File: src/rtl/cus43_tile_fetch.sv
// Tilemap pixel-fetch stage: latches tile code/attribute, fetches one ROM row, shifts out pixels.
// Optional fine horizontal scroll delay line enabled by CUS43_FINE_SCROLL_EN.
module cus43_tile_fetch #(
  parameter int ROW_BITS = 3,
  parameter int GA_W     = 14
) (
  input  logic            CLK_6M,
  input  logic            RST,
  input  logic            HSYNC,
  input  logic            VSYNC,
  input  logic            FLIP,
  input  logic [7:0]      RD,
  output logic [GA_W-1:0] GROM_A,
  input  logic [15:0]     GROM_D,
  input  logic [2:0]      FINE_X,
  output logic [1:0]      PIX,
  output logic [4:0]      PAL,
  output logic            PIX_VALID
);

  logic                hs_q, hs_d, vs_q, vs_d;
  logic [2:0]          phase_q, phase_d;
  logic [ROW_BITS-1:0] row_q, row_d, row_eff;
  logic [7:0]          code_q, code_d, attr_q, attr_d;
  logic [GA_W-1:0]     ga_q, ga_d;
  logic [15:0]         pdat_q, pdat_d;
  logic [4:0]          ppal_q, ppal_d, spal_q, spal_d;
  logic [7:0]          sh1_q, sh1_d, sh0_q, sh0_d;
  logic                vsh_q, vsh_d;
  logic [1:0]          pix_q, pix_d;
  logic [4:0]          pal_q, pal_d;
  logic                vld_q, vld_d;
  logic                hfall, vfall;

  assign hfall   = hs_q & ~HSYNC;
  assign vfall   = vs_q & ~VSYNC;
  assign row_eff = FLIP ? ~row_q : row_q;
  assign GROM_A  = ga_q;

  always_comb begin
    hs_d    = HSYNC;
    vs_d    = VSYNC;
    phase_d = phase_q + 3'd1;
    row_d   = row_q;
    code_d  = code_q;
    attr_d  = attr_q;
    ga_d    = ga_q;
    pdat_d  = pdat_q;
    ppal_d  = ppal_q;
    spal_d  = spal_q;
    sh1_d   = sh1_q;
    sh0_d   = sh0_q;
    vsh_d   = vsh_q;
    pix_d   = FLIP ? {sh1_q[0], sh0_q[0]} : {sh1_q[7], sh0_q[7]};
    pal_d   = spal_q;
    vld_d   = vsh_q;

    if (vfall && hfall)  row_d = '0;
    else if (vfall)      row_d = '1;
    else if (hfall)      row_d = row_q + ROW_BITS'(1);

    if (hfall) begin
      // Line start discards the in-flight fetch and blanks the output pipe.
      phase_d = '0;
      pdat_d  = '0;
      ppal_d  = '0;
      sh1_d   = '0;
      sh0_d   = '0;
      vsh_d   = 1'b0;
      pix_d   = '0;
      vld_d   = 1'b0;
    end else begin
      case (phase_q)
        3'd0: code_d = RD;
        3'd1: attr_d = RD;
        3'd2: ga_d   = GA_W'({attr_q[2:0], code_q, row_eff});
        3'd5: begin
          pdat_d = GROM_D;
          ppal_d = attr_q[7:3];
        end
        default: ;
      endcase
      if (phase_q == 3'd7) begin
        sh1_d  = pdat_q[15:8];
        sh0_d  = pdat_q[7:0];
        spal_d = ppal_q;
        vsh_d  = 1'b1;
      end else if (FLIP) begin
        sh1_d = {1'b0, sh1_q[7:1]};
        sh0_d = {1'b0, sh0_q[7:1]};
      end else begin
        sh1_d = {sh1_q[6:0], 1'b0};
        sh0_d = {sh0_q[6:0], 1'b0};
      end
    end
  end

  always_ff @(posedge CLK_6M or posedge RST) begin
    if (RST) begin
      hs_q    <= 1'b0;
      vs_q    <= 1'b0;
      phase_q <= '0;
      row_q   <= '1;
      code_q  <= '0;
      attr_q  <= '0;
      ga_q    <= '0;
      pdat_q  <= '0;
      ppal_q  <= '0;
      spal_q  <= '0;
      sh1_q   <= '0;
      sh0_q   <= '0;
      vsh_q   <= 1'b0;
      pix_q   <= '0;
      pal_q   <= '0;
      vld_q   <= 1'b0;
    end else begin
      hs_q    <= hs_d;
      vs_q    <= vs_d;
      phase_q <= phase_d;
      row_q   <= row_d;
      code_q  <= code_d;
      attr_q  <= attr_d;
      ga_q    <= ga_d;
      pdat_q  <= pdat_d;
      ppal_q  <= ppal_d;
      spal_q  <= spal_d;
      sh1_q   <= sh1_d;
      sh0_q   <= sh0_d;
      vsh_q   <= vsh_d;
      pix_q   <= pix_d;
      pal_q   <= pal_d;
      vld_q   <= vld_d;
    end
  end

`ifdef CUS43_FINE_SCROLL_EN
  logic [2:0] fx_q;
  logic [7:0] dl_q [0:6];
  logic [7:0] tap_now;

  assign tap_now = {pix_q, pal_q, vld_q};

  // Tap 0 is the undelayed output; tap n reads entry n-1 of the line.
  always_ff @(posedge CLK_6M or posedge RST) begin
    if (RST) begin
      fx_q <= '0;
      for (int unsigned i = 0; i < 7; i++) dl_q[i] <= '0;
    end else if (hfall) begin
      fx_q <= FINE_X;
      for (int unsigned i = 0; i < 7; i++) dl_q[i] <= '0;
    end else begin
      dl_q[0] <= tap_now;
      for (int unsigned i = 1; i < 7; i++) dl_q[i] <= dl_q[i-1];
    end
  end

  assign {PIX, PAL, PIX_VALID} = (fx_q == 3'd0) ? tap_now : dl_q[fx_q - 3'd1];
`else
  logic unused_fine_x;
  assign unused_fine_x = ^FINE_X;
  assign PIX       = pix_q;
  assign PAL       = pal_q;
  assign PIX_VALID = vld_q;
`endif

endmodule
File: config.mk
export PLATFORM = sky130hd
export DESIGN_NAME = cus43_tile_fetch
export DESIGN_NICKNAME = d
export VERILOG_FILES = /design/src/rtl/cus43_tile_fetch.sv
export SDC_FILE = /design/constraint.sdc
export NUM_CORES = 1
export LEC_CHECK = 0
export BUFFER_PORTS_ARGS = -buffer_cell sky130_fd_sc_hd__clkbuf_2
export CORE_AREA = 2 2 104 106
export CTS_CLUSTER_SIZE = 24
export DETAILED_ROUTE_END_ITERATION = 10
export DIE_AREA = 0 0 106 108
export RECOVER_POWER = 50
export SYNTH_ARGS = -nofsm -noshare
export SYNTH_HDL_FRONTEND = slang
export SYNTH_SLANG_ARGS = --single-unit
File: constraint.sdc
create_clock -name CLK_6M -period 7.5 [get_ports CLK_6M]
set_input_delay 0.75 -clock CLK_6M [delete_from_list [all_inputs] [get_ports CLK_6M]]
set_output_delay 0.75 -clock CLK_6M [all_outputs]
set_load 0.01 [all_outputs]
## After elaboration in Yosys (flattened, before gate mapping)

Index checks and enable logic that the tools add are counted.

| cells by class | value |
|---|---|
| add/subtract/negate cells | 2 |
| multiply operators | 0 |
| divide/modulo/power cells | 0 |
| order comparisons | 0 |
| equality and inequality tests | 4 |
| shifts and indexed selects | 0 |
| multiplexer cells | 20 |
| bitwise gates (word level) | 6 |
| reductions and logical operators | 9 |

Operators with widths:

| operator | count |
|---|---|
| 8-bit 2-to-1 mux | 6 |
| 16-bit 2-to-1 mux | 2 |
| 3-bit 2-to-1 mux | 5 |
| 5-bit 2-to-1 mux | 2 |
| 2-bit AND reduction | 4 |
| 3-bit by 1-bit adder with 3-bit output (second input constant) | 2 |
| 3-bit == test (second input constant) | 2 |
| 2-bit 2-to-1 mux | 2 |
| 2-bit nonzero test | 2 |
| 3-bit by 1-bit == test with 1-bit output (second input constant) | 1 |
| 3-bit by 2-bit == test with 1-bit output (second input constant) | 1 |
| 3-bit zero test | 1 |
| 1-bit 2-to-1 mux | 3 |
| 1-bit NOT | 3 |
| 3-bit NOT | 1 |
| 3-bit nonzero test | 1 |
| 1-bit bitwise AND | 2 |
| 1-bit logical AND | 1 |

| word-level totals | value |
|---|---|
| flip-flop bits (word level) | 89 |
| latch bits | 0 |
| memory bits (writable) | 0 |
| ROM bits | 0 |
| input bits | 32 |
| output and inout bits | 22 |
| word-level logic and storage cells | 57 |
| memories | 0 |

## Logic depth before layout (Yosys ltp)

Gate-level depths: netlist (run 1).

| depth | value |
|---|---|
| depth after elaboration | 5 |
| gate-level depth with buffers | 6 |
| gate-level depth less buffers | 5 |

## Least setup slack after synthesis (run 1)

OpenSTA, ideal clock, no wires.

| timing path | value |
|---|---|
| kind | input -> register |
| start point | input FLIP |
| end point | register sh1_q[4] |
| library setup time | 132 ps |
| data arrival time | 1680 ps |
| data required time | 7368 ps |
| path slack | 5688 ps |
| cell stages on the path | 5 |
| buffers on the path | 2 |
| path through | buf_2 > buf_2 > mux2_2 > mux2i_1 > nor2_1 |

| between the ends | value |
|---|---|
| longest elaborated chain between the ends | 3 |

Ends and longest elaborated chain:

| element | RTL line | RTL |
|---|---|---|
| start: declaration | 11 | `input logic FLIP,` |
| 8-bit 2-to-1 mux | 88 | `end else if (FLIP) begin` |
| 8-bit 2-to-1 mux | 83 | `if (phase_q == 3'd7) begin` |
| 8-bit 2-to-1 mux | 62 | `if (hfall) begin` |
| net sh1_d[4] | 28 | `logic [7:0] sh1_q, sh1_d, sh0_q, sh0_d;` |
| end signal: assignment | 110 | `sh1_q <= '0;` |
| end signal: assignment | 127 | `sh1_q <= sh1_d;` |
| end: declaration | 28 |  |

The timed path passes the listed nets, and every way through them passes these cells.
A chain may end at the register's enable or synchronous reset.

## Final worst setup path (run 1)

| timing path | value |
|---|---|
| start point | input HSYNC |
| end point | register pdat_q[3] |

| between the ends | value |
|---|---|
| longest elaborated chain between the ends | 3 |
| elaborated cells on any way between the ends | 4 |
| classes of those cells | 1 x mux; 2 x bitwise; 1 x reduce/logical |

Ends and longest elaborated chain:

| element | RTL line | RTL |
|---|---|---|
| start: declaration | 9 | `input logic HSYNC,` |
| 1-bit NOT * | 35 | `assign hfall = hs_q & ~HSYNC;` |
| 1-bit bitwise AND * | 35 |  |
| 16-bit 2-to-1 mux / 2-bit nonzero test (equally long branches) | - |  |
| end signal: assignment | 124 | `pdat_q <= pdat_d;` |
| end: declaration | 26 | `logic [15:0] pdat_q, pdat_d;` |

Mark *: on every way between the ends. The rest lies on a longest branch, timed or not.

==> results of run 1 <==
cell type report:
cell class,count,area (sq um),area share [%]
Tap cell,136,170,4.14
Sequential cell,89,2230,54.2
Timing Repair Buffer,52,235,5.72
Clock inverter,5,77.6,1.89
Clock buffer,11,151,3.68
Inverter,3,12.5,0.304
Multi-Input combinational cell,138,1240,30.0
power by group through the flow:
| stage | Combinational [mW] | Clock [mW] | Sequential, mW |
|---|---|---|---|
| final | 0.323 | 0.371 | 0.722 |
| after global routing | 0.361 | 0.405 | 0.746 |
| after CTS | 0.344 | 0.384 | 0.726 |
| after detailed placement | 0.342 | 0 | 0.736 |
| after global placement | 0.335 | 0 | 0.732 |
| after floorplan | 0.223 | 0 | 0.736 |
worst reg2reg max path, cell delays in order (launching register included):
cell	delay (ps)
sky130_fd_sc_hd__dfrtp_1	350
sky130_fd_sc_hd__nor2b_1	1690
sky130_fd_sc_hd__a21oi_1	640
sky130_fd_sc_hd__buf_4	390
sky130_fd_sc_hd__a22o_1	240
registers in the layout (all words and copies together), names as in the netlist, 8 cells and up:
register / flops
code_q: 8
sh0_q: 8
GROM_A: 14
pdat_q: 16
attr_q: 8
sh1_q: 8
through the flow:
stage                     worst slack (ps)  total power [mW]  cell area [sq um]  hold slack, ps  utilization, %
final                                 3950              1.42               4110             378            40.2
after detailed placement              4950              1.08               3920             362            38.3
after floorplan                       4450             0.959               3560             349               -
after global routing                  3580              1.51               4110             402            40.2
after CTS                             5140              1.45               4150             382            40.6
after global placement                4990              1.07               3920             359            38.3
cell families (layout without fill, tap and decap cells):
| logic type | after synthesis | count (layout) | synth area share (%) |
|---|---|---|---|
| AOI/OAI and AO/OA | 29 | 29 | 6.69 |
| xor gates and xnor gates | 4 | 4 | 0.985 |
| adders and majority gates | 6 | 6 | 2.11 |
| buffers and inverters | 15 | 71 | 2.29 |
| DFF | 89 | 89 | 62.7 |
| muxes | 62 | 62 | 19.1 |
| and+or+nand+nor | 37 | 37 | 6.05 |
synthesized netlist by cell type:
library cell | number | share of area, %
sky130_fd_sc_hd__nor3_1 | 1 | 0.14
sky130_fd_sc_hd__clkbuf_1 | 2 | 0.21
sky130_fd_sc_hd__xor2_1 | 3 | 0.74
sky130_fd_sc_hd__a22oi_1 | 4 | 0.84
sky130_fd_sc_hd__ha_1 | 6 | 2.1
sky130_fd_sc_hd__mux2_2 | 48 | 15
sky130_fd_sc_hd__dfrtp_1 | 86 | 61
sky130_fd_sc_hd__a21oi_1 | 3 | 0.42
sky130_fd_sc_hd__and3_1 | 1 | 0.18
sky130_fd_sc_hd__o22a_1 | 1 | 0.25
sky130_fd_sc_hd__a22o_1 | 21 | 5.2
sky130_fd_sc_hd__nor2_1 | 23 | 2.4
sky130_fd_sc_hd__nor2b_4 | 1 | 0.39
sky130_fd_sc_hd__nor3b_4 | 3 | 1.6
sky130_fd_sc_hd__and2_1 | 3 | 0.53
sky130_fd_sc_hd__xnor2_1 | 1 | 0.25
sky130_fd_sc_hd__nand2b_1 | 2 | 0.35
sky130_fd_sc_hd__buf_2 | 8 | 1.1
sky130_fd_sc_hd__buf_6 | 2 | 0.63
sky130_fd_sc_hd__inv_1 | 3 | 0.32
sky130_fd_sc_hd__dfstp_2 | 3 | 2.2
sky130_fd_sc_hd__nand2_1 | 1 | 0.11
sky130_fd_sc_hd__mux2i_1 | 14 | 3.9
sky130_fd_sc_hd__nor2b_1 | 2 | 0.35
path summary, 6_finish.rpt:
| path | from | endpoint | slack [ps] | depth (start not counted) |
|---|---|---|---|---|
| hold reg to reg | pal_d[3] | PAL[3] | 380 | 0 |
| hold / removal | pal_d[3] | PAL[3] | 380 | 0 |
| setup reg to reg | hs_q | pdat_q[3] | 4080 | 4 |
| setup / recovery | HSYNC | pdat_q[3] | 3950 | 5 |
| min in group asynchronous | RST | PAL[3] | 730 | 3 |
| max in group asynchronous | RST | GROM_A[7] | 6020 | 3 |
routing by layer:
layer / vias up / wire [microns] / part of all wire [%]
li1: 961 / - / -
met1: 987 / 3140 / 49
met2: 34 / 2870 / 45
met3: 6 / 278 / 4.4
met4: 0 / 87 / 1.4
met5: - / 0 / 0
==> metrics.md, run 1 <==
| Metric | Value |
|---|---|
| Floorplan core area | 10,200 sq um |
| Critical path start-end classification | primary input to register |
| Worst path required time | 7740 ps |
| Antenna cell count | 0 |
| Overall routing resource usage | approximately an eighth |
| Met3 Use GR | 3.56% |
| Growth of design area from synthesis to finish | 15.7% |
| Initial antenna violation count | 0 |
| Violated checks | max-capacitance violations, max-slew violations |
| Sequential share of power | 51.0% |
| Post-Synthesis Net Count | 280 |
| Period utilization | 47.3% |
| Power Internal | around 1.0 mW |
| Setup repair after global routing missed its margin | false |
| Critical Path Slowest Stage Cell | sky130_fd_sc_hd__nor2b_1 |
| Die ar. | 11,400 sq um |
| Slew of the pin with the lowest slew margin | 2260 ps |
| Sum of negative setup slack | 0 ps |
| Largest delay share family, worst path | simple AND/OR/NAND/NOR gates |
| Synth warnings | 0 |
| Final clock skew | 11.0 ps |
| Pre-antenna DRT Iters | 4 |
| Routability cong. | 0.717 |
| Clk pwr share | a little over a quarter |
| Port buffer count | 50 |
| Max-cap violations | 1 |
| HP Class | register to register |
| Chain of cells forming the critical path | clkbuf_1 -> nor2b_1 -> a21oi_1 -> buf_4 -> a22o_1 |
| Busiest layer in global routing | met2 |
| Insertion delay of the later-clocked pin in the worst-skew pair | ~350 ps |
| Synth unique cells | 24 |
| Max rail drop VDD | 0.000104 V |
| Post-cts gate resize count | 0 |
| Final wirelength | about 6400 microns |
| Most common cell after layout, fill and taps aside | sky130_fd_sc_hd__dfrtp_1 |
| Num Clock Sinks | 89 |
| Total I/O pin count | 54 |
| Maximum clock frequency | between 200 and 300 MHz |
| Post-detailed-route DRC marker count | 0 |
| Share of layout cells above drive strength 1 | between 30 and 40% |
| Placement row count | 37 |
| Crit path arrival time | ~3800 ps |
| Count of hold-fix buffers inserted at cts | 0 |
| Average instance area after synthesis | 14.7 sq um |
| Die width | 106 microns |
| Area of the mapped netlist | 3560 sq um |
| CTS tree | yes |
| Via total after detailed routing | 1,988 |
| Share of synthesized area occupied by flip-flops and latches | a little over three fifths |
| Worst max-slew margin expressed relative to the limit | -50.8% |
| Element type at the critical path end | register |
| Met1 layer usage reported by global route | between 15 and 20% |
| Antenna Violating Nets Remaining | 0 |
| Clock tree root buffer cell | sky130_fd_sc_hd__clkbuf_8 |
| Peak fanout along the critical path | 27 |
| Final #Nets | 331 |
| CP startpoint kind | primary input |
| Proportion of power drawn by combinational gates | 22.8% |
| Final setup viols | 0 |
| Result of the run | finished, violations left |
| H-tree Lvls | 3 |
| Sw frac | 28.1% |
| Slew Viols, Final | 28 |
| Initial core utilization | 34.8% |
| Detailed placement HPWL | approximately 4200 microns |
| Via count of the first global-routing pass | 2,101 |
| Buffer depth of the longest clock path | 2 |
| Clock slew at the register clock pins of the worst setup and hold paths | about 80 ps |
| Final routed wire length divided by cell count | 14.7 microns |
| Switching component of the power | roughly 400 uW |
| Pin count of the biggest net entering global routing | 90 |
| Total buffers and inverters traversed by the critical path | 2 |
| Remaining global-route overflow | 0 |
| Register bit count reported by yosys | 89 |
| Number of standard cells after synthesis | 242 |
| Pwr Density | 344 nW/um^2 |
| Minimum clock period | 3550 ps |
| Final-layout fill cell count | 989 |
| Iteration-0 DRC Markers | 65 |
| Global-route wire length before repair | 10,800 microns |
| Die Height | 108 microns |
| Buffer count from post-CTS setup fixing | 0 |
| Number of clock buffers inserted by TritonCTS | 9 |
| Post-layout instance count excluding filler cells | about 430 |
| Crit-path max cell delay | 1670 ps |
| Most frequent cells in the layout | sky130_fd_sc_hd__dfrtp_1, sky130_fd_sc_hd__mux2_2, sky130_fd_sc_hd__clkbuf_2 |
| Via count normalized by instance count | 4.58 |
| Final hold vios | 0 |
| Dpl cells | roughly 420 |
| Met2 usage | a little under a fifth |
| Static leakage | 1.90 nW |
No activity file was read; power rests on OpenSTA's default activity.
==> run 2: changes to the inputs <==
==> constraint.sdc (replaced) <==
create_clock -name CLK_6M -period 3.54 [get_ports CLK_6M]
set_input_delay 0.354 -clock CLK_6M [delete_from_list [all_inputs] [get_ports CLK_6M]]
set_output_delay 0.354 -clock CLK_6M [all_outputs]
set_load 0.01 [all_outputs]
==> run 2 against run 1 <==
  * The flow still finishes with violations (max-capacitance violations, max-slew violations)
  * Clock-buffer cell count rose by 1
  * Critical path depth is 2 lower
  * Sequential share of layout area is 0.45 points higher
  * Flip-flop and latch count stayed put
  * Power increased by 99%
  * Register-to-register slack worse by 2400 ps
  * Core utilization fell by 0.33 points
  * Critical endpoint is now attr_q[6]
  * Highest routed layer unchanged
==> metrics.md, run 2 (synthesis gave the netlist of run 1 again) <==
| Metric | Value |
|---|---|
| Minimum clock period | between 2000 and 2500 ps |
| Iteration-0 DRC Markers | 89 (was 65) |
| Global-route wire length before repair | 11,000 microns (was 10,800 microns) |
| Max rail drop VDD | 0.000251 V (was 0.000104 V) |
| CP startpoint kind | primary input (unchanged) |
| Maximum clock frequency | 461 MHz |
| Via total after detailed routing | 2,023 (was 1,988) |
| Die ar. | 11,400 sq um (unchanged) |
| Total I/O pin count | 54 (unchanged) |
| Sum of negative setup slack | 0 ps (unchanged) |
| Violated checks | max-capacitance violations, max-slew violations (unchanged) |
| Share of the core filled with cells | 39.9% (was 40.2%) |
| Flip-flop count of the largest register, all copies and words added | 16 (unchanged) |
| Post-layout power | 2.82 mW (was 1.42 mW) |
| Launching point of the worst reg2reg path | hs_q (unchanged) |
| Register containing the most flip-flops in the final layout | pdat_q (unchanged) |
| Antenna Violating Nets Remaining | 0 (unchanged) |
| Placed standard-cell area | 3940 sq um (was 3920 sq um) |
| H-tree Lvls | 3 (unchanged) |
| Critical path start-end classification | primary input to asynchronous set/reset pin (was primary input to register) |
| Final routed wire length divided by cell count | 14.8 microns (was 14.7 microns) |
| Antenna cell count | 0 (unchanged) |
| Via count normalized by instance count | 4.67 (was 4.58) |
| Most frequent cells in the layout | sky130_fd_sc_hd__dfrtp_1, sky130_fd_sc_hd__mux2_2, sky130_fd_sc_hd__clkbuf_2 (unchanged) |
| Post-layout instance count excluding filler cells | 433 (was 434) |
| Via count of the first global-routing pass | 2,136 (was 2,101) |
| HP Class | primary input to register (was register to register) |
| Final clock skew | 8.22 ps (was 11.0 ps) |
| Share of layout cells above drive strength 1 | 39.4% (was 33.2%) |
| Result of the run | finished, violations left (unchanged) |
| Worst path required time | 3880 ps (was 7740 ps) |
| Die width | 106 microns (unchanged) |
| Slew Viols, Final | 53 (was 28) |
| Routability cong. | 0.727 (was 0.717) |
| Worst max-slew margin expressed relative to the limit | -48.4% (was -50.8%) |
| Initial core utilization | 34.8% (unchanged) |
| Buffer count from post-CTS setup fixing | 0 (unchanged) |
| Most common cell after layout, fill and taps aside | sky130_fd_sc_hd__dfrtp_1 (unchanged) |
| Final #Nets | 333 (was 331) |
| Final setup viols | 0 (unchanged) |
| Count of hold-fix buffers inserted at cts | 0 (unchanged) |
| Post-cts gate resize count | 0 (unchanged) |
| Die Height | 108 microns (unchanged) |
| Combined area of the multi-input logic cells | 1240 sq um (about the same) |
| Number of clock buffers inserted by TritonCTS | 9 (unchanged) |
| Final hold vios | 0 (unchanged) |
| Register Area | 2230 sq um (unchanged) |
| Crit path arrival time | 2510 ps (was 3790 ps) |
| Port buffer count | 50 (unchanged) |
| Final-layout fill cell count | 989 (unchanged) |
| Insertion delay of the later-clocked pin in the worst-skew pair | 340 ps (was 350 ps) |
| Slew of the pin with the lowest slew margin | 2210 ps (was 2260 ps) |
| Floorplan core area | 10,200 sq um (unchanged) |
| Clock tree root buffer cell | sky130_fd_sc_hd__clkbuf_8 (unchanged) |
| CTS tree | yes (unchanged) |
| Detailed placement HPWL | 4400 microns (was 4170 microns) |
| Peak fanout along the critical path | 52 (was 27) |
| Remaining global-route overflow | 0 (unchanged) |
| Pin count of the biggest net entering global routing | 53 (was 90) |
| Pre-antenna DRT Iters | 4 (unchanged) |
| Crit path launch | RST (was HSYNC) |
| Overall routing resource usage | 12.6% (was 12.4%) |
| Final wirelength | 6430 microns (was 6380 microns) |
| Static leakage | 1.94 nW (was 1.90 nW) |
| Element type at the critical path end | asynchronous set/reset pin (was register) |
| Pwr Density | 692 nW/um^2 (was 344 nW/um^2) |
| Post-route cell area | 4080 sq um (was 4110 sq um) |
| Max-cap violations | 1 (unchanged) |
| Placement row count | 37 (unchanged) |
| Initial antenna violation count | 0 (unchanged) |
| Growth of design area from synthesis to finish | 14.7% (was 15.7%) |
| Num Clock Sinks | 89 (unchanged) |
| Period utilization | approximately three fifths |
| Min-delay src | VSYNC (was pal_d[3]) |
| Setup repair after global routing missed its margin | false (unchanged) |
| Post-detailed-route DRC marker count | 0 (unchanged) |
| Clock slew at the register clock pins of the worst setup and hold paths | 70 ps (was 80 ps) |
| Buffer depth of the longest clock path | 2 (unchanged) |
| Dpl cells | 420 (was 418) |
-- run 2: per-layer routing --
metal / up-vias / GRT usage [%] / wire, microns
met1: 1029 / 17.5 / 3220
met2: 32 / 18.3 / 2860
li1: 954 / - / -
met4: 0 / 6.77 / 112
met3: 8 / 2.83 / 233
met5: - / 0 / 0
-- run 2: path summary, 6_finish.rpt --
kind / to / slack (ps) / cells past startpoint
worst max-delay path: attr_q[6] / 1370 / 3
worst min-delay path: vs_q / 150 / 1
max in group CLK_6M: GROM_A[9] / 1700 / 3
min in group asynchronous: PAL[1] / 590 / 2
worst max register to register: GROM_A[9] / 1700 / 3
worst min register to register: PAL[4] / 380 / 0
-- run 2: final cells by class --
type                       count  area share, %
clock buffer                  12           3.56
clock inverter                 1          0.123
inverter                       3          0.307
multi-input combinational    138           30.5
sequential                    89           54.7
tap                          136           4.17
timing repair buffer          54           6.69
-- run 2: worst max-delay path, stage by stage --
cell and delay, ps:
sky130_fd_sc_hd__clkbuf_2 80, sky130_fd_sc_hd__clkinvlp_2 1250, sky130_fd_sc_hd__clkbuf_1 800
-- run 2: power breakdown --
| part | internal (mW) | switching (mW) | total [mW] |
|---|---|---|---|
| Combinational | 0.401 | 0.315 | 0.715 |
| Sequential | 1.35 | 0.181 | 1.53 |
| Clock | 0.263 | 0.312 | 0.574 |
| Total | 2.01 | 0.807 | 2.82 |
-- run 2: through the flow --
| step | worst slack (ps) | hold WS, ps |
|---|---|---|
| global route | 795 | 129 |
| detailed placement | 1630 | 361 |
| global placement | 1630 | 356 |
| CTS | 1650 | 124 |
| floorplan | 884 | 349 |
| finish | 1370 | 154 |
==> run 3: changes to the inputs <==
==> constraint.sdc (replaced) <==
create_clock -name CLK_6M -period 2.1 [get_ports CLK_6M]
set_input_delay 0.21 -clock CLK_6M [delete_from_list [all_inputs] [get_ports CLK_6M]]
set_output_delay 0.21 -clock CLK_6M [all_outputs]
set_load 0.01 [all_outputs]
==> run 3 against run 2 <==
  * The run now ends clean
  * Critical endpoint is now GROM_A[0]
  * Via count about the same
  * Wire length is 0.26% lower
  * Final area grew 2.1%
  * Combinational power up 64%
  * Hold slack got worse by 89 ps
  * Critical path depth is 1 higher
  * Clock skew up 1.3 ps
  * Core utilization increased by 0.83 points
  * Flip-flop and latch count is the same
  * Global-route usage up 0.094 points
==> metrics.md, run 3 (synthesis gave the netlist of run 1 again) <==
| Metric | Value |
|---|---|
| Result of the run | finished clean (was finished, violations left) |
| Buffer depth of the longest clock path | 2 (unchanged) |
| Initial antenna violation count | 0 (unchanged) |
| Register Area | 2230 sq um (unchanged) |
| Launching point of the worst reg2reg path | phase_q[0] (was hs_q) |
| H-tree Lvls | 3 (unchanged) |
| Routability cong. | 0.683 (was 0.727) |
| Pin count of the biggest net entering global routing | 34 (was 53) |
| Placed standard-cell area | 3980 sq um (was 3940 sq um) |
| Critical R2R Capture | GROM_A[0] (was GROM_A[9]) |
| Detailed placement HPWL | 4380 microns (was 4400 microns) |
| HP Class | primary input to register (unchanged) |
| Worst max-slew margin expressed relative to the limit | 2.96% (was -48.4%) |
| Most common cell after layout, fill and taps aside | sky130_fd_sc_hd__dfrtp_1 (unchanged) |
| Final setup viols | 0 (unchanged) |
| Iteration-0 DRC Markers | 51 (was 89) |
| Post-route cell area | 4170 sq um (was 4080 sq um) |
| Pre-antenna DRT Iters | 4 (unchanged) |
| Reg2Reg Depth | 4 (was 3) |
| Antenna Violating Nets Remaining | 0 (unchanged) |
| Overall routing resource usage | 12.7% (was 12.6%) |
| Post-cts gate resize count | 0 (unchanged) |
| Slew Viols, Final | 0 (was 53) |
| Setup repair after global routing missed its margin | false (unchanged) |
| Number of cells traversed by the worst hold path | 2 (was 1) |
| Num Clock Sinks | 89 (unchanged) |
| Final #Nets | 337 (was 333) |
| Floorplan core area | 10,200 sq um (unchanged) |
| Max-cap violations | 0 (was 1) |
| Worst path required time | 2340 ps (was 3880 ps) |
| Critical Path Slowest Stage Cell | sky130_fd_sc_hd__nor3b_4 (was sky130_fd_sc_hd__clkinvlp_2) |
| Combined area of the multi-input logic cells | 1240 sq um (unchanged) |
| Met2 usage | 20.4% (was 18.3%) |
| Flip-flop count of the largest register, all copies and words added | 16 (unchanged) |
| Post-route worst hold slack | 65.0 ps (was 154 ps) |
| Final hold vios | 0 (unchanged) |
| Pwr Density | 1180 nW/um^2 (was 692 nW/um^2) |
| Via count of the first global-routing pass | 2,228 (was 2,136) |
| Internal reg-to-reg setup slack | 250 ps (was 1700 ps) |
| Via count normalized by instance count | 4.60 (was 4.67) |
| Final wirelength | 6410 microns (was 6430 microns) |
| Max rail drop VDD | 0.000611 V (was 0.000251 V) |
| Clock tree root buffer cell | sky130_fd_sc_hd__clkbuf_8 (unchanged) |
| Sum of negative setup slack | 0 ps (unchanged) |
| Placement row count | 37 (unchanged) |
| Die ar. | 11,400 sq um (unchanged) |
| Met3 Use GR | 4.64% (was 2.83%) |
| Global-route wire length before repair | 11,100 microns (was 11,000 microns) |
| Final routed wire length divided by cell count | 14.6 microns (was 14.8 microns) |
| Static leakage | 1.91 nW (was 1.94 nW) |
| Initial core utilization | 34.8% (unchanged) |
| Share of layout cells above drive strength 1 | 33.6% (was 39.4%) |
| Most frequent cells in the layout | sky130_fd_sc_hd__dfrtp_1, sky130_fd_sc_hd__mux2_2, sky130_fd_sc_hd__clkbuf_1 (was sky130_fd_sc_hd__dfrtp_1, sky130_fd_sc_hd__mux2_2, sky130_fd_sc_hd__clkbuf_2) |
| Chain of cells forming the critical path | inv_1 -> ha_1 -> nor3b_4 -> mux2_2 (was clkbuf_2 -> clkinvlp_2 -> clkbuf_1) |
| Die Height | 108 microns (unchanged) |
| Period utilization | 88.3% |
| CTS tree | yes (unchanged) |
| Minimum clock period | 1850 ps |
| Largest delay share family, worst path | simple AND/OR/NAND/NOR gates (was buffers and inverters) |
| Remaining global-route overflow | 0 (unchanged) |
| Port buffer count | 50 (unchanged) |
| Slew of the pin with the lowest slew margin | 1450 ps (was 2210 ps) |
| Insertion delay of the later-clocked pin in the worst-skew pair | 350 ps (was 340 ps) |
| Antenna cell count | 0 (unchanged) |
| End of the worst hold path | pdat_q[8] (was vs_q) |
| Growth of design area from synthesis to finish | 17.1% (was 14.7%) |
| Post-detailed-route DRC marker count | 0 (unchanged) |
| Die width | 106 microns (unchanged) |
| Busiest layer in global routing | met2 (unchanged) |
| Min-delay src | GROM_D[8] (was VSYNC) |
| Critical path start-end classification | register to register (was primary input to asynchronous set/reset pin) |
| Final clock skew | 9.53 ps (was 8.22 ps) |
| CP startpoint kind | register (was primary input) |
| Crit path arrival time | 2090 ps (was 2510 ps) |
| Via total after detailed routing | 2,024 (was 2,023) |
| Register containing the most flip-flops in the final layout | pdat_q (unchanged) |
| Final-layout fill cell count | 992 (was 989) |
| Clock slew at the register clock pins of the worst setup and hold paths | 90 ps (was 70 ps) |
| Maximum clock frequency | approximately 540 MHz |
| Post-layout instance count excluding filler cells | 440 (was 433) |
| Number of clock buffers inserted by TritonCTS | 9 (unchanged) |
| Met1 layer usage reported by global route | 15.9% (was 17.5%) |
| Dpl cells | 422 (was 420) |
| Total buffers and inverters traversed by the critical path | 1 (was 3) |
| Crit-path max cell delay | 680 ps (was 1250 ps) |
| Element type at the critical path end | register (was asynchronous set/reset pin) |
| Total I/O pin count | 54 (unchanged) |
| Peak fanout along the critical path | 14 (was 52) |
-- run 3: cell types whose count changed in the layout (fill, tap and decap cells not counted), moves of 2 or more --
cell | before | now
sky130_fd_sc_hd__dlygate4sd3_1 | 0 | 2
sky130_fd_sc_hd__and2_1 | 0 | 2
sky130_fd_sc_hd__buf_12 | 0 | 2
sky130_fd_sc_hd__clkbuf_1 | 6 | 26
sky130_fd_sc_hd__and2_0 | 3 | 1
sky130_fd_sc_hd__clkinvlp_4 | 0 | 3
sky130_fd_sc_hd__clkinv_4 | 0 | 2
sky130_fd_sc_hd__clkbuf_2 | 47 | 25
-- run 3: report_power, final --
| part | switching [mW] | internal (mW) |
|---|---|---|
| clock | 0.623 | 0.558 |
| combinational | 0.531 | 0.638 |
| sequential | 0.303 | 2.27 |
| total | 1.46 | 3.47 |
-- run 3: metrics by stage --
stage	power, mW	utilization [%]	setup slack (ps)
6_report	4.93	40.7	246
5_1_grt	5.28	40.7	90.4
4_1_cts	5.07	41.1	207
3_5_place_dp	3.87	38.9	216
3_3_place_gp	3.82	38.9	265
2_1_floorplan	3.43	-	539
-- run 3: worst reg2reg max path, cell delays in order, from the launching register on --
cell	delay [ps]
sky130_fd_sc_hd__dfrtp_1	420
sky130_fd_sc_hd__inv_1	90
sky130_fd_sc_hd__ha_1	140
sky130_fd_sc_hd__nor3b_4	680
sky130_fd_sc_hd__mux2_2	410
-- run 3: timing repair --
item | in CTS | in global routing
buffers inserted | 0 | 0
endpoints found under the hold margin | 27 | 0
hold buffers | 2 | 0
-- run 3: routing by layer --
layer  part of all wire [%]  routed length, microns
met1                     46                    2930
met5                      0                       0
met3                    4.2                     268
met4                    1.7                     109
met2                     48                    3110
-- run 3: worst max path at each step --
stage / startpoint / endpoint / slack [ps] / depth (start not counted)
floorplan: phase_q[2] / sh1_q[2] / 540 / 5
global placement: phase_q[0] / GROM_A[9] / 270 / 4
detailed placement: phase_q[0] / GROM_A[13] / 220 / 4
CTS: phase_q[0] / GROM_A[7] / 210 / 4
global route: phase_q[0] / GROM_A[2] / 90 / 4
finish: phase_q[0] / GROM_A[0] / 250 / 4
-- run 3: area by class of cell --
cell class	instances	share of cell area, %
inverter	3	0.300
clock buffer	9	2.97
tap	136	4.09
multi-input combinational	138	29.9
clock inverter	7	1.89
timing repair buffer	58	7.33
sequential	89	53.6
